**config.mk**
```make
export PLATFORM = sky130hd
export DESIGN_NAME = axi_slave_connector_reg
export DESIGN_NICKNAME = d
export VERILOG_FILES = /design/src/rtl/axi_conn_pkg.sv /design/src/rtl/axi_conn_skid_buf.sv /design/src/rtl/axi_slave_connector_reg.sv
export SDC_FILE = /design/constraint.sdc
export NUM_CORES = 1
export LEC_CHECK = 0
export CAP_MARGIN = 10
export CORE_ASPECT_RATIO = 0.5
export CORE_MARGIN = 2
export CORE_UTILIZATION = 60
export DETAILED_ROUTE_END_ITERATION = 16
export DONT_BUFFER_PORTS = 1
export PLACE_DENSITY_LB_ADDON = 0.15
export SLEW_MARGIN = 20
export SYNTH_ARGS = -nofsm -noshare
export SYNTH_HDL_FRONTEND = slang
export SYNTH_SLANG_ARGS = --single-unit
```
**constraint.sdc**
```tcl
create_clock -name clk_i -period 20.2 [get_ports clk_i]
set_input_delay 2.02 -clock clk_i [delete_from_list [all_inputs] [get_ports clk_i]]
set_output_delay 2.02 -clock clk_i [all_outputs]
set_load 0.05 [all_outputs]
```
**src/rtl/axi_conn_pkg.sv**
```systemverilog
// Shared constants and default channel/struct types for the AXI connectors.
// The default request/response structs match the connector's default
// parameter widths (ID 8, ADDR 32, DATA 32, user 1).
package axi_conn_pkg;

    // AXI response codes
    localparam logic [1:0] OKAY   = 2'b00;
    localparam logic [1:0] EXOKAY = 2'b01;
    localparam logic [1:0] SLVERR = 2'b10;
    localparam logic [1:0] DECERR = 2'b11;

    // Fixed AXI4 field widths
    localparam int LEN_W    = 8;
    localparam int SIZE_W   = 3;
    localparam int BURST_W  = 2;
    localparam int CACHE_W  = 4;
    localparam int PROT_W   = 3;
    localparam int QOS_W    = 4;
    localparam int REGION_W = 4;
    localparam int ATOP_W   = 6;

    // Widths of the default struct types
    localparam int DEF_ID_W   = 8;
    localparam int DEF_ADDR_W = 32;
    localparam int DEF_DATA_W = 32;
    localparam int DEF_USER_W = 1;

    typedef struct packed {
        logic [DEF_ID_W-1:0]   id;
        logic [DEF_ADDR_W-1:0] addr;
        logic [LEN_W-1:0]      len;
        logic [SIZE_W-1:0]     size;
        logic [BURST_W-1:0]    burst;
        logic                  lock;
        logic [CACHE_W-1:0]    cache;
        logic [PROT_W-1:0]     prot;
        logic [QOS_W-1:0]      qos;
        logic [REGION_W-1:0]   region;
        logic [ATOP_W-1:0]     atop;
        logic [DEF_USER_W-1:0] user;
    } aw_chan_def_t;

    typedef struct packed {
        logic [DEF_DATA_W-1:0]   data;
        logic [DEF_DATA_W/8-1:0] strb;
        logic                    last;
        logic [DEF_USER_W-1:0]   user;
    } w_chan_def_t;

    typedef struct packed {
        logic [DEF_ID_W-1:0]   id;
        logic [1:0]            resp;
        logic [DEF_USER_W-1:0] user;
    } b_chan_def_t;

    typedef struct packed {
        logic [DEF_ID_W-1:0]   id;
        logic [DEF_ADDR_W-1:0] addr;
        logic [LEN_W-1:0]      len;
        logic [SIZE_W-1:0]     size;
        logic [BURST_W-1:0]    burst;
        logic                  lock;
        logic [CACHE_W-1:0]    cache;
        logic [PROT_W-1:0]     prot;
        logic [QOS_W-1:0]      qos;
        logic [REGION_W-1:0]   region;
        logic [DEF_USER_W-1:0] user;
    } ar_chan_def_t;

    typedef struct packed {
        logic [DEF_ID_W-1:0]   id;
        logic [DEF_DATA_W-1:0] data;
        logic [1:0]            resp;
        logic                  last;
        logic [DEF_USER_W-1:0] user;
    } r_chan_def_t;

    typedef struct packed {
        aw_chan_def_t aw;
        logic         aw_valid;
        w_chan_def_t  w;
        logic         w_valid;
        logic         b_ready;
        ar_chan_def_t ar;
        logic         ar_valid;
        logic         r_ready;
    } axi_req_def_t;

    typedef struct packed {
        logic        aw_ready;
        logic        ar_ready;
        logic        w_ready;
        logic        b_valid;
        b_chan_def_t b;
        logic        r_valid;
        r_chan_def_t r;
    } axi_rsp_def_t;

endpackage

```
**src/rtl/axi_conn_skid_buf.sv**
```systemverilog
// Two-entry skid buffer: registered valid, ready and payload on both sides.
// Output payload always comes from the main register; the skid register only
// absorbs the beat that arrives while the consumer is stalled.
module axi_conn_skid_buf
    import axi_conn_pkg::*;
#(
    parameter type data_t = logic
) (
    input  logic  clk_i,
    input  logic  rst_i,
    input  logic  valid_i,
    output logic  ready_o,
    input  data_t data_i,
    output logic  valid_o,
    input  logic  ready_i,
    output data_t data_o
);

    localparam logic [1:0] EMPTY = 2'd0;
    localparam logic [1:0] ONE   = 2'd1;
    localparam logic [1:0] TWO   = 2'd2;

    logic [1:0] state;
    logic [1:0] state_next;
    logic       ready_q;
    data_t      main_q;
    data_t      skid_q;
    logic       push;
    logic       pop;
    logic       load_main;
    logic       load_skid;
    logic       main_from_skid;

    assign push    = valid_i && ready_q;
    assign pop     = valid_o && ready_i;
    assign valid_o = (state != EMPTY);
    assign ready_o = ready_q;
    assign data_o  = main_q;

    // Next-state and register-load decisions from push/pop
    always_comb begin
        state_next     = state;
        load_main      = 1'b0;
        load_skid      = 1'b0;
        main_from_skid = 1'b0;
        case (state)
            EMPTY: begin
                if (push) begin
                    state_next = ONE;
                    load_main  = 1'b1;
                end
            end
            ONE: begin
                if (push && !pop) begin
                    state_next = TWO;
                    load_skid  = 1'b1;
                end else if (pop && !push) begin
                    state_next = EMPTY;
                end else if (push && pop) begin
                    load_main = 1'b1;
                end
            end
            TWO: begin
                if (pop) begin
                    state_next     = ONE;
                    main_from_skid = 1'b1;
                end
            end
            default: state_next = EMPTY;
        endcase
    end

    // Occupancy state and registered upstream ready (low only when both entries are full)
    always_ff @(posedge clk_i or posedge rst_i) begin
        if (rst_i) begin
            state   <= EMPTY;
            ready_q <= 1'b0;
        end else begin
            state   <= state_next;
            ready_q <= (state_next != TWO);
        end
    end

    // Payload registers; main reloads from input or drains the skid entry
    always_ff @(posedge clk_i or posedge rst_i) begin
        if (rst_i) begin
            main_q <= '0;
            skid_q <= '0;
        end else begin
            if (load_main) begin
                main_q <= data_i;
            end else if (main_from_skid) begin
                main_q <= skid_q;
            end
            if (load_skid) begin
                skid_q <= data_i;
            end
        end
    end

endmodule

```
**src/rtl/axi_slave_connector_reg.sv**
```systemverilog
// Flat AXI4 slave ports to request/response struct pair, with every channel
// cut by a two-entry skid buffer. Optional macro AXI_SLAVE_CONNECTOR_ATOP_EN
// adds s_axi_awatop and carries it through the AW buffer; otherwise atop is 0.
module axi_slave_connector_reg
    import axi_conn_pkg::*;
#(
    parameter int  DATA_WIDTH   = 32,
    parameter int  ADDR_WIDTH   = 32,
    parameter int  STRB_WIDTH   = DATA_WIDTH / 8,
    parameter int  ID_WIDTH     = 8,
    parameter int  AWUSER_WIDTH = 1,
    parameter int  WUSER_WIDTH  = 1,
    parameter int  BUSER_WIDTH  = 1,
    parameter int  ARUSER_WIDTH = 1,
    parameter int  RUSER_WIDTH  = 1,
    parameter type axi_req_t    = axi_req_def_t,
    parameter type axi_rsp_t    = axi_rsp_def_t
) (
    input  logic                    clk_i,
    input  logic                    rst_i,
    input  logic [ID_WIDTH-1:0]     s_axi_awid,
    input  logic [ADDR_WIDTH-1:0]   s_axi_awaddr,
    input  logic [LEN_W-1:0]        s_axi_awlen,
    input  logic [SIZE_W-1:0]       s_axi_awsize,
    input  logic [BURST_W-1:0]      s_axi_awburst,
    input  logic                    s_axi_awlock,
    input  logic [CACHE_W-1:0]      s_axi_awcache,
    input  logic [PROT_W-1:0]       s_axi_awprot,
    input  logic [QOS_W-1:0]        s_axi_awqos,
    input  logic [REGION_W-1:0]     s_axi_awregion,
`ifdef AXI_SLAVE_CONNECTOR_ATOP_EN
    input  logic [ATOP_W-1:0]       s_axi_awatop,
`endif
    input  logic [AWUSER_WIDTH-1:0] s_axi_awuser,
    input  logic                    s_axi_awvalid,
    output logic                    s_axi_awready,
    input  logic [DATA_WIDTH-1:0]   s_axi_wdata,
    input  logic [STRB_WIDTH-1:0]   s_axi_wstrb,
    input  logic                    s_axi_wlast,
    input  logic [WUSER_WIDTH-1:0]  s_axi_wuser,
    input  logic                    s_axi_wvalid,
    output logic                    s_axi_wready,
    output logic [ID_WIDTH-1:0]     s_axi_bid,
    output logic [1:0]              s_axi_bresp,
    output logic [BUSER_WIDTH-1:0]  s_axi_buser,
    output logic                    s_axi_bvalid,
    input  logic                    s_axi_bready,
    input  logic [ID_WIDTH-1:0]     s_axi_arid,
    input  logic [ADDR_WIDTH-1:0]   s_axi_araddr,
    input  logic [LEN_W-1:0]        s_axi_arlen,
    input  logic [SIZE_W-1:0]       s_axi_arsize,
    input  logic [BURST_W-1:0]      s_axi_arburst,
    input  logic                    s_axi_arlock,
    input  logic [CACHE_W-1:0]      s_axi_arcache,
    input  logic [PROT_W-1:0]       s_axi_arprot,
    input  logic [QOS_W-1:0]        s_axi_arqos,
    input  logic [REGION_W-1:0]     s_axi_arregion,
    input  logic [ARUSER_WIDTH-1:0] s_axi_aruser,
    input  logic                    s_axi_arvalid,
    output logic                    s_axi_arready,
    output logic [ID_WIDTH-1:0]     s_axi_rid,
    output logic [DATA_WIDTH-1:0]   s_axi_rdata,
    output logic [1:0]              s_axi_rresp,
    output logic                    s_axi_rlast,
    output logic [RUSER_WIDTH-1:0]  s_axi_ruser,
    output logic                    s_axi_rvalid,
    input  logic                    s_axi_rready,
    output axi_req_t                axi_req_o,
    input  axi_rsp_t                axi_resp_i
);

    typedef struct packed {
        logic [ID_WIDTH-1:0]     id;
        logic [ADDR_WIDTH-1:0]   addr;
        logic [LEN_W-1:0]        len;
        logic [SIZE_W-1:0]       size;
        logic [BURST_W-1:0]      burst;
        logic                    lock;
        logic [CACHE_W-1:0]      cache;
        logic [PROT_W-1:0]       prot;
        logic [QOS_W-1:0]        qos;
        logic [REGION_W-1:0]     region;
`ifdef AXI_SLAVE_CONNECTOR_ATOP_EN
        logic [ATOP_W-1:0]       atop;
`endif
        logic [AWUSER_WIDTH-1:0] user;
    } aw_beat_t;

    typedef struct packed {
        logic [DATA_WIDTH-1:0]  data;
        logic [STRB_WIDTH-1:0]  strb;
        logic                   last;
        logic [WUSER_WIDTH-1:0] user;
    } w_beat_t;

    typedef struct packed {
        logic [ID_WIDTH-1:0]    id;
        logic [1:0]             resp;
        logic [BUSER_WIDTH-1:0] user;
    } b_beat_t;

    typedef struct packed {
        logic [ID_WIDTH-1:0]     id;
        logic [ADDR_WIDTH-1:0]   addr;
        logic [LEN_W-1:0]        len;
        logic [SIZE_W-1:0]       size;
        logic [BURST_W-1:0]      burst;
        logic                    lock;
        logic [CACHE_W-1:0]      cache;
        logic [PROT_W-1:0]       prot;
        logic [QOS_W-1:0]        qos;
        logic [REGION_W-1:0]     region;
        logic [ARUSER_WIDTH-1:0] user;
    } ar_beat_t;

    typedef struct packed {
        logic [ID_WIDTH-1:0]    id;
        logic [DATA_WIDTH-1:0]  data;
        logic [1:0]             resp;
        logic                   last;
        logic [RUSER_WIDTH-1:0] user;
    } r_beat_t;

    aw_beat_t aw_in, aw_out;
    w_beat_t  w_in, w_out;
    b_beat_t  b_in, b_out;
    ar_beat_t ar_in, ar_out;
    r_beat_t  r_in, r_out;
    logic     aw_fab_valid, w_fab_valid, ar_fab_valid;
    logic     b_fab_ready, r_fab_ready;

    // Pack flat forward-channel inputs into buffer words
    always_comb begin
        aw_in.id     = s_axi_awid;
        aw_in.addr   = s_axi_awaddr;
        aw_in.len    = s_axi_awlen;
        aw_in.size   = s_axi_awsize;
        aw_in.burst  = s_axi_awburst;
        aw_in.lock   = s_axi_awlock;
        aw_in.cache  = s_axi_awcache;
        aw_in.prot   = s_axi_awprot;
        aw_in.qos    = s_axi_awqos;
        aw_in.region = s_axi_awregion;
`ifdef AXI_SLAVE_CONNECTOR_ATOP_EN
        aw_in.atop   = s_axi_awatop;
`endif
        aw_in.user   = s_axi_awuser;
        w_in.data    = s_axi_wdata;
        w_in.strb    = s_axi_wstrb;
        w_in.last    = s_axi_wlast;
        w_in.user    = s_axi_wuser;
        ar_in.id     = s_axi_arid;
        ar_in.addr   = s_axi_araddr;
        ar_in.len    = s_axi_arlen;
        ar_in.size   = s_axi_arsize;
        ar_in.burst  = s_axi_arburst;
        ar_in.lock   = s_axi_arlock;
        ar_in.cache  = s_axi_arcache;
        ar_in.prot   = s_axi_arprot;
        ar_in.qos    = s_axi_arqos;
        ar_in.region = s_axi_arregion;
        ar_in.user   = s_axi_aruser;
    end

    // Pack fabric response channels into buffer words
    always_comb begin
        b_in.id   = axi_resp_i.b.id;
        b_in.resp = axi_resp_i.b.resp;
        b_in.user = axi_resp_i.b.user;
        r_in.id   = axi_resp_i.r.id;
        r_in.data = axi_resp_i.r.data;
        r_in.resp = axi_resp_i.r.resp;
        r_in.last = axi_resp_i.r.last;
        r_in.user = axi_resp_i.r.user;
    end

    axi_conn_skid_buf #(.data_t(aw_beat_t)) u_aw_buf (
        .clk_i   (clk_i),
        .rst_i   (rst_i),
        .valid_i (s_axi_awvalid),
        .ready_o (s_axi_awready),
        .data_i  (aw_in),
        .valid_o (aw_fab_valid),
        .ready_i (axi_resp_i.aw_ready),
        .data_o  (aw_out)
    );

    axi_conn_skid_buf #(.data_t(w_beat_t)) u_w_buf (
        .clk_i   (clk_i),
        .rst_i   (rst_i),
        .valid_i (s_axi_wvalid),
        .ready_o (s_axi_wready),
        .data_i  (w_in),
        .valid_o (w_fab_valid),
        .ready_i (axi_resp_i.w_ready),
        .data_o  (w_out)
    );

    axi_conn_skid_buf #(.data_t(ar_beat_t)) u_ar_buf (
        .clk_i   (clk_i),
        .rst_i   (rst_i),
        .valid_i (s_axi_arvalid),
        .ready_o (s_axi_arready),
        .data_i  (ar_in),
        .valid_o (ar_fab_valid),
        .ready_i (axi_resp_i.ar_ready),
        .data_o  (ar_out)
    );

    axi_conn_skid_buf #(.data_t(b_beat_t)) u_b_buf (
        .clk_i   (clk_i),
        .rst_i   (rst_i),
        .valid_i (axi_resp_i.b_valid),
        .ready_o (b_fab_ready),
        .data_i  (b_in),
        .valid_o (s_axi_bvalid),
        .ready_i (s_axi_bready),
        .data_o  (b_out)
    );

    axi_conn_skid_buf #(.data_t(r_beat_t)) u_r_buf (
        .clk_i   (clk_i),
        .rst_i   (rst_i),
        .valid_i (axi_resp_i.r_valid),
        .ready_o (r_fab_ready),
        .data_i  (r_in),
        .valid_o (s_axi_rvalid),
        .ready_i (s_axi_rready),
        .data_o  (r_out)
    );

    assign s_axi_bid   = b_out.id;
    assign s_axi_bresp = b_out.resp;
    assign s_axi_buser = b_out.user;
    assign s_axi_rid   = r_out.id;
    assign s_axi_rdata = r_out.data;
    assign s_axi_rresp = r_out.resp;
    assign s_axi_rlast = r_out.last;
    assign s_axi_ruser = r_out.user;

    // Unpack buffered forward channels into the fabric request struct
    always_comb begin
        axi_req_o           = '0;
        axi_req_o.aw.id     = aw_out.id;
        axi_req_o.aw.addr   = aw_out.addr;
        axi_req_o.aw.len    = aw_out.len;
        axi_req_o.aw.size   = aw_out.size;
        axi_req_o.aw.burst  = aw_out.burst;
        axi_req_o.aw.lock   = aw_out.lock;
        axi_req_o.aw.cache  = aw_out.cache;
        axi_req_o.aw.prot   = aw_out.prot;
        axi_req_o.aw.qos    = aw_out.qos;
        axi_req_o.aw.region = aw_out.region;
`ifdef AXI_SLAVE_CONNECTOR_ATOP_EN
        axi_req_o.aw.atop   = aw_out.atop;
`else
        axi_req_o.aw.atop   = '0;
`endif
        axi_req_o.aw.user   = aw_out.user;
        axi_req_o.aw_valid  = aw_fab_valid;
        axi_req_o.w.data    = w_out.data;
        axi_req_o.w.strb    = w_out.strb;
        axi_req_o.w.last    = w_out.last;
        axi_req_o.w.user    = w_out.user;
        axi_req_o.w_valid   = w_fab_valid;
        axi_req_o.ar.id     = ar_out.id;
        axi_req_o.ar.addr   = ar_out.addr;
        axi_req_o.ar.len    = ar_out.len;
        axi_req_o.ar.size   = ar_out.size;
        axi_req_o.ar.burst  = ar_out.burst;
        axi_req_o.ar.lock   = ar_out.lock;
        axi_req_o.ar.cache  = ar_out.cache;
        axi_req_o.ar.prot   = ar_out.prot;
        axi_req_o.ar.qos    = ar_out.qos;
        axi_req_o.ar.region = ar_out.region;
        axi_req_o.ar.user   = ar_out.user;
        axi_req_o.ar_valid  = ar_fab_valid;
        axi_req_o.b_ready   = b_fab_ready;
        axi_req_o.r_ready   = r_fab_ready;
    end

endmodule

```
== Yosys cells after proc, flatten, opt, wreduce, memory -nomap -nowiden ==
Index checks and enable logic that the tools add are counted.
Word-level totals
  bits in registers: 481
  input port bits: 245
  output and inout bits: 249
  word-level logic and storage cells: 223
Operators by class
  eq/ne operators: 15
  mux-type cells: 80
  reductions and logical operators: 50
Operators by type and width (number)
  $mux 70: 4
  $mux 44: 2
  $mux 38: 2
  $mux 1: 40
  $mux 2: 20
  $pmux 2 s3: 5
  $logic_and 1x1->1: 25
  $mux 11: 2
  $reduce_bool 2->1: 10
  $eq 2x1->1 const B: 5
  $eq 2x2->1 const B: 5
  $logic_not 1->1: 10
  $logic_not 2->1: 5
  $ne 2x2->1 const B: 5
  $pmux 1 s2: 5

== Longest topological paths before layout ==
Gate-level depths: netlist of the first run.
  depth after elaboration: 8
  depth in mapped cells: 5

== Hierarchy ==
Synthesis of the first run repeated with hierarchy kept, for this count alone.
Unflattened totals
  cells, all modules: 1340
  area total of the unflattened synthesis: 21092.7 um^2
Modules (own cells, without submodules)
  axi_conn_skid_buf (u_ar_buf ...): instances 2, cells each 391, area an instance 6251.0 um^2, seq. area each 3578.4 um^2
  axi_conn_skid_buf (u_r_buf): instances 1, cells each 252, area an instance 3966.3 um^2, seq. area each 2277.2 um^2
  axi_conn_skid_buf (u_w_buf): instances 1, cells each 219, area an instance 3429.5 um^2, seq. area each 1976.9 um^2
  axi_conn_skid_buf (u_b_buf): instances 1, cells each 75, area an instance 1108.6 um^2, seq. area each 625.6 um^2
  axi_slave_connector_reg: instances 1, cells each 12, area an instance 86.3 um^2, seq. area each 0.0 um^2

== Worst setup path after synthesis of the first run ==
Ideal clock, no wire load.
  path kind: input port to flip-flop
  start point: in axi_resp_i[57] in the netlist's numbering
  end point: reg u_w_buf.skid_q[10] in the netlist's numbering
  setup time: 125 ps
  data arrival time: 3099 ps
  data required time: 20075 ps
  path slack: 16976 ps
  stages on the path: 5
  buffers on the path: 2
  path through: nand2b_1 nor3_1 buf_2 buf_4 mux2_2
On the way
  longest elaborated chain between the ends: 5
Ends and longest elaborated chain
  from (decl): line axi_slave_connector_reg.sv:69  | input axi_rsp_t axi_resp_i
  $logic_and 1x1->1: line axi_conn_skid_buf.sv:35  | assign pop = valid_o && ready_i;
  $logic_not 1->1: line axi_conn_skid_buf.sv:54  | if (push && !pop) begin
  $logic_and 1x1->1: line axi_conn_skid_buf.sv:54
  $mux 1: line axi_conn_skid_buf.sv:54
  $mux 1: line axi_conn_skid_buf.sv:46  | case (state)
  to (signal assigned): line axi_conn_skid_buf.sv:96  | skid_q <= data_i;
  to (decl): line axi_conn_skid_buf.sv:27  | data_t skid_q;
No other way between the ends.
A chain may end at the register's enable or synchronous reset.

== Final worst setup path of the first run ==
  start point: in axi_resp_i[58] in the netlist's numbering
  end point: reg u_ar_buf.skid_q[19] in the netlist's numbering
On the way
  longest elaborated chain between the ends: 5
Ends and longest elaborated chain (line)
  $logic_and 1x1->1: axi_conn_skid_buf.sv:35
  $logic_not 1->1: axi_conn_skid_buf.sv:54
  $logic_and 1x1->1: axi_conn_skid_buf.sv:54
  $mux 1: axi_conn_skid_buf.sv:54
  $mux 1: axi_conn_skid_buf.sv:46
  to (signal assigned): axi_conn_skid_buf.sv:96
  to (decl): axi_conn_skid_buf.sv:27
No other way between the ends.

==> results.sh, run 1 <==
export IMPL_status="complete, no violations"
export IMPL_grt_pass1_vias=11649
export IMPL_first_pass_iters=4
export IMPL_grt_max_degree=177
export IMPL_drive_above_1_share_pct=57.2
export IMPL_cap_violations=0
export IMPL_postSynthCellCount=1338
export IMPL_fp_dieW_um=268
export IMPL_power_density_nw_per_um2=195
export IMPL_rr_startpoint="u_ar_buf.ready_o$_DFF_PP0_"
export IMPL_setup_viol=0
export IMPL_irDropWorstVdd_mv=0.0971
export IMPL_yosysMostFrequentCell="mux2_2"
export IMPL_rsz0062_at_grt="no"
export IMPL_crit_arrival_ps=3950
export IMPL_die_h_um=136
export IMPL_syn2layout_area_growth_pct=7.72
export IMPL_ys_top_cells_by_count="671 x mux2_2, 481 x dfrtp_1, 54 x buf_2"
export IMPL_numPortBuffers=0
export IMPL_grt_pass1_wl_um=66300
export IMPL_crit_required_ps=20620
export IMPL_tns_ps=0
export IMPL_slew_viol_final=0
export IMPL_reg2reg_to="u_ar_buf.skid_q[19]$_DFFE_PP0P_"
export IMPL_wl_per_cell_um=24.1
export IMPL_clk_pin_slew_ps=60
export IMPL_num_rows=48
export IMPL_dpl_hpwl_um=30300
export IMPL_hold_buffers=0
export IMPL_design_core_area_um2=34400
export IMPL_min_to="u_w_buf.skid_q[25]$_DFFE_PP0P_"
export IMPL_ys_ff_latch=481
export IMPL_min_path_type="reg -> reg"
export IMPL_slew_headroom_pct=32.3
export IMPL_grt_overflow=0
export IMPL_dieArea_um2=36500
export IMPL_drcViolationCount=0
export IMPL_ys_types=24
export IMPL_post_route_min_period_ps=3530
export IMPL_hold_start="u_w_buf.skid_q[25]$_DFFE_PP0P_"
export IMPL_ioPinCount=494
export IMPL_fin_crit_sh_pct=17.5
export IMPL_synth_area_um2=20900
export IMPL_cts_htree_levels=2
export IMPL_antenna_found_initial=0
export IMPL_cts_inserted_buffers=42
export IMPL_worstPathMaxFanout=29
export IMPL_drt_iter0_markers=445
export IMPL_wirelength_um=43900
export IMPL_cts_sinks=481
export IMPL_ctsRootBufferMaster="clkbuf_16"
export IMPL_avgSynthCellArea_um2=15.7
export IMPL_dp_cells=1749
export IMPL_cts_resized_gates=0
export IMPL_place_area_um2=21200
export IMPL_vias=10734
export IMPL_hold_violations=0
export IMPL_postCtsSetupBuffers=0
export IMPL_leakagePower_nw=9.54
export IMPL_skew_ps=12.2
export IMPL_ant_nets=0
export IMPL_tightest_slew_ps=1010
export IMPL_fin_area_um2=22600
export IMPL_rrSetupSlack_ps=17500
export IMPL_clock_latency_ps=540
export IMPL_cts_tree="built"
export IMPL_netlist_area_leader_share_pct=57.5
export IMPL_cts_buffer_depth=3
export IMPL_worstHoldPathCells=1
export IMPL_synth_area_top_cells="dfrtp_1 57%, mux2_2 36%, mux2_1 1.8%"
export IMPL_antenna_cells=0
export IMPL_groute_usage_overall_pct=23.6
export IMPL_fin_cells=1824
export IMPL_cp_start_kind="primary input"
export IMPL_async_flop_share_pct=100
export IMPL_synth_edf_count=0
export IMPL_critical_path_class="in -> reg"
export IMPL_seq_area_frac_synth_pct=57.5
export IMPL_cp_end_kind="register"
export IMPL_ys_flop_type="dfrtp_1"
export IMPL_reg2regPathDepth=4
export IMPL_layout_nets=1563
export IMPL_gp_congestion=0.799
export IMPL_ys_warn_count=0
export IMPL_start_util_pct=60.9
export IMPL_drt_vias_per_instance=5.88
export IMPL_yosysTopAreaCell="dfrtp_1"
export IMPL_fmax_mhz=283
[sequential cells by signal, summed over array words and instances (netlist names), 11 cells and up]
name,flops
u_r_buf.data_o,44
u_w_buf.skid_q,38
u_r_buf.skid_q,44
u_ar_buf.data_o,70
u_b_buf.data_o,11
u_w_buf.data_o,38
u_aw_buf.skid_q,70
u_ar_buf.skid_q,70
u_b_buf.skid_q,11
u_aw_buf.data_o,70
[report_power, final]
group | switching (mW) | internal, mW
Clock | 0.352 | 0.452
Sequential | 1.22 | 1.43
Combinational | 0.330 | 0.626
[placed cells by master, fill, tap and decap left out, types with 7 or more instances in the layout]
cell type / count
mux2_2: 671
clkinv_2: 12
buf_4: 12
nand2_1: 7
mux2_1: 33
dfrtp_1: 481
clkbuf_1: 7
clkbuf_16: 43
a21oi_1: 8
nand2b_1: 7
inv_1: 8
or2_2: 7
[worst max path at each step]
stage                                    start                         endpoint  slack, ps  cells after the start
finish                          axi_resp_i[58]  u_ar_buf.skid_q[19]$_DFFE_PP0P_      16670                      4
global route                    axi_resp_i[58]  u_ar_buf.skid_q[25]$_DFFE_PP0P_      16570                      4
CTS                 u_r_buf.state[1]$_DFF_PP0_                     s_axi_rvalid      16640                      1
detailed placement              axi_resp_i[58]  u_ar_buf.skid_q[25]$_DFFE_PP0P_      16090                      4
global placement                axi_resp_i[58]  u_ar_buf.skid_q[20]$_DFFE_PP0P_      16140                      4
floorplan                                rst_i   u_ar_buf.data_o[0]$_DFFE_PP0P_       4760                      1
[stage by stage]
stage	hold slack (ps)	total power, mW	util (%)	worst slack (ps)
floorplan	473	3.39	-	4760
global placement	482	3.55	61.6	16140
detailed placement	488	3.64	61.6	16090
CTS	503	4.45	65.6	16640
global route	516	4.62	65.6	16570
finish	499	4.41	65.6	16670
[cell families after synthesis]
logic type      after synthesis  share of synthesized area (%)
mux                         704                           37.8
simple gates                 47                           1.69
compound gates               13                          0.340
other cells                   1                         0.0179
buf+inv                      92                           2.65
flops                       481                           57.5
[critical path: stages]
cell and delay [ps]:
nand2b_1 200, nor3_4 800, buf_4 510, mux2_2 390
[layout make-up]
cell class | count | area [um2]
clock buffer | 56 | 1180
clock inverter | 19 | 183
fill | 2495 | 11800
inverter | 9 | 41.3
multi-input combinational | 770 | 8400
sequential | 481 | 12000
tap | 475 | 594
timing repair buffer | 14 | 130
[layer usage]
| layer | track usage [%] | vias to the layer above | share of wire [%] |
|---|---|---|---|
| met5 | 0 | - | 0 |
| met4 | 10.8 | 0 | 4.8 |
| met3 | 8.39 | 111 | 7.8 |
| met2 | 42.3 | 280 | 53 |
| met1 | 25.2 | 5611 | 35 |
| li1 | - | 4732 | - |
Note: power is estimated with default switching activity, not from simulation.
==> run 2: changes to the inputs <==
--- a/config.mk
+++ b/config.mk
@@ -8,7 +8,7 @@
 export CAP_MARGIN = 10
 export CORE_ASPECT_RATIO = 0.5
 export CORE_MARGIN = 2
-export CORE_UTILIZATION = 60
+export CORE_UTILIZATION = 57
 export DETAILED_ROUTE_END_ITERATION = 16
 export DONT_BUFFER_PORTS = 1
 export PLACE_DENSITY_LB_ADDON = 0.15
==> constraint.sdc (replaced) <==
create_clock -name clk_i -period 2.9 [get_ports clk_i]
set_input_delay 0.29 -clock clk_i [delete_from_list [all_inputs] [get_ports clk_i]]
set_output_delay 0.29 -clock clk_i [all_outputs]
set_load 0.05 [all_outputs]
==> results.sh, run 2 (synthesis gave the netlist of run 1 again) <==
export IMPL_wirelength_um=46300
export IMPL_groute_usage_overall_pct=24.3
export IMPL_grt_pass1_wl_um=73400
export IMPL_fin_area_um2=25200
export IMPL_num_rows=49
export IMPL_ctsRootBufferMaster="clkbuf_16"
export IMPL_drt_iter0_markers=464
export IMPL_design_core_area_um2=36000
export IMPL_dieArea_um2=38400
export IMPL_fin_ws_ps=634
export IMPL_final_common_cell="mux2_2"
export IMPL_pre_cts_slack_ps=679
export IMPL_timing_hold_ws_ps=26.9
export IMPL_layout_common_cells="671 x mux2_2, 481 x dfrtp_1, 242 x dlygate4sd3_1, 43 x clkbuf_16, 33 x mux2_1"
export IMPL_grt_pass1_vias=13257
export IMPL_drcViolationCount=0
export IMPL_numPortBuffers=0
export IMPL_vias=11752
export IMPL_status="complete, no violations"
export IMPL_start_util_pct=58.1
export IMPL_fp_dieW_um=275
export IMPL_antenna_found_initial=3
export IMPL_finalCoreUtilization_pct=70.0
export IMPL_power_density_nw_per_um2=1240
export IMPL_skew_ps=17.9
export IMPL_dp_cells=1774
export IMPL_cap_violations=0
export IMPL_layout_nets=1821
export IMPL_die_h_um=140
export IMPL_drive_above_1_share_pct=48.8
export IMPL_leakagePower_nw=10.7
export IMPL_grt_overflow=0
export IMPL_wl_per_cell_um=22.1
export IMPL_place_area_um2=21400
export IMPL_ioPinCount=494
export IMPL_cp_start_kind="register"
export IMPL_syn2layout_area_growth_pct=20.5
export IMPL_cts_resized_gates=0
export IMPL_slew_headroom_pct=36.3
export IMPL_tightest_slew_ps=955
export IMPL_crit_required_ps=3310
export IMPL_drt_vias_per_instance=5.61
export IMPL_fin_crit_sh_pct=78.2
export IMPL_hold_violations=0
export IMPL_min_path_type="in -> reg"
export IMPL_hold_buffers=242
export IMPL_critical_path_class="reg -> reg"
export IMPL_ant_nets=0
export IMPL_cts_buffer_depth=3
export IMPL_post_route_min_period_ps=2270
export IMPL_slew_viol_final=0
export IMPL_worstPathMaxFanout=65
export IMPL_cts_inserted_buffers=42
export IMPL_rsz0062_at_grt="no"
export IMPL_cts_tree="built"
export IMPL_gp_congestion=0.833
export IMPL_clk_pin_slew_ps=70
export IMPL_cts_sinks=481
export IMPL_dpl_hpwl_um=31100
export IMPL_postCtsSetupBuffers=0
export IMPL_clock_latency_ps=540
export IMPL_cp_end_kind="register"
export IMPL_first_pass_iters=4
export IMPL_setup_viol=0
export IMPL_grt_max_degree=101
export IMPL_crit_arrival_ps=2680
export IMPL_fin_cells=2095
export IMPL_fmax_mhz=441
export IMPL_irDropWorstVdd_mv=0.929
export IMPL_cts_htree_levels=2
export IMPL_n_fill_cell=2374
## run 2: cell count changes in the layout (fill, tap and decap cells not counted), sizes merged
cell and delta:
buf +16, bufinv +2, clkinv -5, diode +3
dlygate4sd3 +242, clkbuf +4
## run 2: final timing paths
path | from | end | slack [ps] | cells after the start
max in group asynchronous | rst_i | u_aw_buf.skid_q[48]$_DFFE_PP0P_ | 1480 | 4
worst max-delay path | u_aw_buf.state[0]$_DFF_PP0_ | u_aw_buf.data_o[10]$_DFFE_PP0P_ | 630 | 4
worst max register to register | u_aw_buf.state[0]$_DFF_PP0_ | u_aw_buf.data_o[10]$_DFFE_PP0P_ | 630 | 4
worst min register to register | u_aw_buf.skid_q[30]$_DFFE_PP0P_ | u_aw_buf.skid_q[30]$_DFFE_PP0P_ | 500 | 1
worst min-delay path | s_axi_bready | u_b_buf.state[0]$_DFF_PP0_ | 30 | 3
min in group asynchronous | rst_i | u_aw_buf.skid_q[57]$_DFFE_PP0P_ | 270 | 2
## run 2: power by group
group	internal (mW)	leakage (nW)	total [mW]	switching [mW]
sequential	9.97	5.68	18.4	8.45
clock	3.32	0.691	5.78	2.46
combinational	4.65	4.30	7.15	2.49
total	17.9	10.7	31.3	13.4
## run 2: cell type report
type	instances	area, um2	area share (%)
Antenna cell	3	7.51	0.0297
Clock buffer	60	1190	4.71
Clock inverter	16	219	0.867
Inverter	9	37.5	0.149
Multi-Input combinational cell	770	8390	33.2
Sequential cell	481	12000	47.7
Tap cell	484	606	2.40
Timing Repair Buffer	272	2760	10.9
## run 2: per-layer routing
metal	wire length, um	vias to the layer above	GRT usage, %
met5	0	-	0
met4	2080	0	10.4
met3	2440	115	6.07
met2	25200	274	44.5
met1	16600	6088	26.7
li1	-	5275	-
## run 2: metrics by stage
| step | total power [mW] | TNS, ps |
|---|---|---|
| floorplan | 23.6 | -1880090 |
| global placement | 24.8 | 0 |
| detailed placement | 25.4 | 0 |
| CTS | 31.5 | 0 |
| global route | 32.9 | 0 |
| finish | 31.3 | 0 |
## run 2: critical path, stage by stage, from the launching register on
cell      delay, ps
dfrtp_1         440
nand3b_4        210
buf_4           720
mux2_2          440
mux2_2          270
==> run 3: changes to the inputs <==
--- a/config.mk
+++ b/config.mk
@@ -5,10 +5,11 @@
 export SDC_FILE = /design/constraint.sdc
 export NUM_CORES = 1
 export LEC_CHECK = 0
+export ABC_AREA = 1
 export CAP_MARGIN = 10
 export CORE_ASPECT_RATIO = 0.5
 export CORE_MARGIN = 2
-export CORE_UTILIZATION = 57
+export CORE_UTILIZATION = 60
 export DETAILED_ROUTE_END_ITERATION = 16
 export DONT_BUFFER_PORTS = 1
 export PLACE_DENSITY_LB_ADDON = 0.15
==> constraint.sdc (replaced) <==
create_clock -name clk_i -period 2.3 [get_ports clk_i]
set_input_delay 0.23 -clock clk_i [delete_from_list [all_inputs] [get_ports clk_i]]
set_output_delay 0.23 -clock clk_i [all_outputs]
set_load 0.05 [all_outputs]
==> results.sh, run 3 <==
export IMPL_drive_above_1_share_pct=5.94
export IMPL_rr_startpoint="u_ar_buf.state[1]$_DFF_PP0_"
export IMPL_vias=21394
export IMPL_post_route_min_period_ps=2180
export IMPL_hold_violations=0
export IMPL_power_switching_mw=20.7
export IMPL_power_frac_clock_pct=18.1
export IMPL_multi_input_area_um2=8960
export IMPL_min_path_type="in -> reg"
export IMPL_critical_path_class="reg -> out"
export IMPL_crit_arrival_ps=1950
export IMPL_netlist_area_leader_share_pct=51.9
export IMPL_leakagePower_nw=14.1
export IMPL_dieArea_um2=40400
export IMPL_cp_end_kind="output port"
export IMPL_dp_cells=3269
export IMPL_ys_types=26
export IMPL_slew_viol_final=0
export IMPL_cts_htree_levels=2
export IMPL_reg2reg_to="u_ar_buf.data_o[15]$_DFFE_PP0P_"
export IMPL_n_fill_cell=2827
export IMPL_yosysMostFrequentCell="nand2_1"
export IMPL_worstHoldPathCells=4
export IMPL_fin_cells=3592
export IMPL_skew_ps=16.9
export IMPL_ys_top_cells_by_count="958 x nand2_1, 481 x dfrtp_1, 403 x nand3_1"
export IMPL_gp_congestion=0.844
export IMPL_fp_dieW_um=282
export IMPL_tns_ps=0
export IMPL_wirelength_um=67500
export IMPL_start_util_pct=61.4
export IMPL_layout_area_seq_um2=12000
export IMPL_irDropWorstVdd_mv=0.890
export IMPL_ant_nets=0
export IMPL_async_flop_share_pct=100
export IMPL_grt_pass1_vias=20153
export IMPL_rrSetupSlack_ps=520
export IMPL_cts_inserted_buffers=43
export IMPL_num_rows=50
export IMPL_p_comb_share_pct=25.0
export IMPL_synth_area_top_cells="dfrtp_1 52%, nand2_1 15%, nand3_1 8.7%"
export IMPL_final_common_cell="nand2_1"
export IMPL_place_area_um2=23500
export IMPL_drt_iter0_markers=2177
export IMPL_avgSynthCellArea_um2=7.92
export IMPL_fin_ws_ps=120
export IMPL_rsz0062_at_grt="no"
export IMPL_ys_warn_count=0
export IMPL_total_power_mw=40.9
export IMPL_seq_area_frac_synth_pct=51.9
export IMPL_fin_area_um2=27400
export IMPL_design_core_area_um2=37800
export IMPL_hold_start="s_axi_wvalid"
export IMPL_cap_violations=0
export IMPL_crit_required_ps=2070
export IMPL_fin_crit_sh_pct=94.8
export IMPL_fmax_mhz=459
export IMPL_layout_common_cells="955 x nand2_1, 479 x dfrtp_1, 401 x nand3_1, 303 x nand4_1, 248 x inv_1"
export IMPL_cts_buffer_depth=3
export IMPL_slew_headroom_pct=59.8
export IMPL_grt_pass1_wl_um=106000
export IMPL_synth_area_um2=23200
export IMPL_ctsRootBufferMaster="clkbuf_16"
export IMPL_setup_viol=0
export IMPL_clock_latency_ps=560
export IMPL_power_density_nw_per_um2=1490
export IMPL_wl_per_cell_um=18.8
export IMPL_worstPathMaxFanout=39
export IMPL_layout_nets=3280
export IMPL_tightest_slew_ps=602
export IMPL_synth_edf_count=0
export IMPL_reg2regPathDepth=7
export IMPL_min_to="u_w_buf.state[0]$_DFF_PP0_"
export IMPL_swShare_pct=50.5
export IMPL_intPower_mw=20.2
export IMPL_pre_cts_slack_ps=555
export IMPL_drcViolationCount=0
export IMPL_drt_vias_per_instance=5.96
export IMPL_cts_tree="built"
export IMPL_cts_sinks=481
export IMPL_first_pass_iters=7
export IMPL_groute_usage_overall_pct=32.4
export IMPL_clk_pin_slew_ps=60
export IMPL_numPortBuffers=0
export IMPL_ioPinCount=494
export IMPL_ys_flop_type="dfrtp_1"
export IMPL_ys_ff_latch=481
export IMPL_postSynthCellCount=2929
export IMPL_yosysTopAreaCell="dfrtp_1"
export IMPL_status="complete, no violations"
export IMPL_syn2layout_area_growth_pct=18.1
export IMPL_cp_start_kind="register"
export IMPL_dpl_hpwl_um=39800
export IMPL_p_seq_share_pct=56.9
export IMPL_die_h_um=143
export IMPL_antenna_found_initial=4
export IMPL_grt_max_degree=97
export IMPL_grt_overflow=0
[run 3: cell types whose count changed after synthesis, moves of 10 or more]
cell / before / now
clkbuf_1: 0 / 123
nand4_1: 0 / 303
buf_2: 54 / 69
mux2_2: 671 / 0
mux2_1: 33 / 0
o21ai_0: 0 / 177
nand3_1: 0 / 403
buf_1: 0 / 26
inv_1: 9 / 249
o21ai_2: 0 / 10
buf_6: 9 / 19
nand2_1: 9 / 958
o21ai_1: 0 / 46
[run 3: repair_timing]
item | in CTS | in global routing
setup endpoints to repair | 1 | 1
gates resized for setup | 1 | 1
hold buffers | 241 | 0
buffers inserted | 0 | 0
hold endpoints to repair | 738 | 0
[run 3: area by class of cell]
cell class	instances	share of cell area (%)
clock inverter	3	0.237
tap	520	2.37
clock buffer	72	4.91
multi-input combinational	1933	32.7
timing repair buffer	318	12.3
inverter	258	3.55
antenna	7	0.0639
sequential	481	43.9
[run 3: cells by family (layout without fill, tap and decap cells)]
logic type             count (synthesis)  in the layout  synth area share [%]
AND/OR/NAND/NOR                     1689           1689                  33.0
flip-flops                           481            481                  51.9
AO/OA/AOI/OAI                        238            238                  5.33
other                                  1             13                0.0162
buffers and inverters                520            651                  9.79
[run 3: routing by layer]
metal | routed length [um] | vias up | global-route usage (%)
li1 | - | 9839 | -
met1 | 25300 | 10210 | 40.1
met2 | 33300 | 1077 | 54.1
met3 | 4980 | 268 | 6.09
met4 | 3910 | 0 | 18.0
met5 | 0 | - | 0
[run 3: power groups by stage]
stage	logic [mW]	registers (mW)	clock network, mW
after floorplan	7.80	22.1	0
after global placement	9.34	23.2	0
after detailed placement	9.60	23.3	0
after CTS	10.1	23.2	7.46
after global routing	11.6	23.6	7.85
final	10.2	23.3	7.39
[run 3: how the worst max path moves through the flow]
| stage | from | endpoint | slack (ps) | cells after the start |
|---|---|---|---|---|
| detailed placement | u_ar_buf.state[1]$_DFF_PP0_ | u_ar_buf.ready_o$_DFF_PP0_ | 550 | 6 |
| finish | u_ar_buf.state[1]$_DFF_PP0_ | axi_req_o[1] | 120 | 4 |
| global placement | u_ar_buf.state[1]$_DFF_PP0_ | u_ar_buf.ready_o$_DFF_PP0_ | 580 | 6 |
| CTS | u_r_buf.state[1]$_DFF_PP0_ | s_axi_rvalid | 40 | 5 |
| global route | u_r_buf.state[1]$_DFF_PP0_ | s_axi_rvalid | 8 | 5 |
| floorplan | rst_i | u_ar_buf.data_o[0]$_DFFE_PP0P_ | -4450 | 1 |
[run 3: per-stage QoR]
stage,util [%],hold WS (ps)
after floorplan,-,379
after global placement,62.2,33.0
after detailed placement,62.2,38.8
after CTS,72.5,17.3
after global routing,72.6,55.4
final,72.6,30.6
[run 3: worst max-delay path, cell delays in order (launching register included)]
cell and delay (ps):
dfrtp_2 630, buf_6 360, inv_1 100, nand2_1 100, buf_4 220
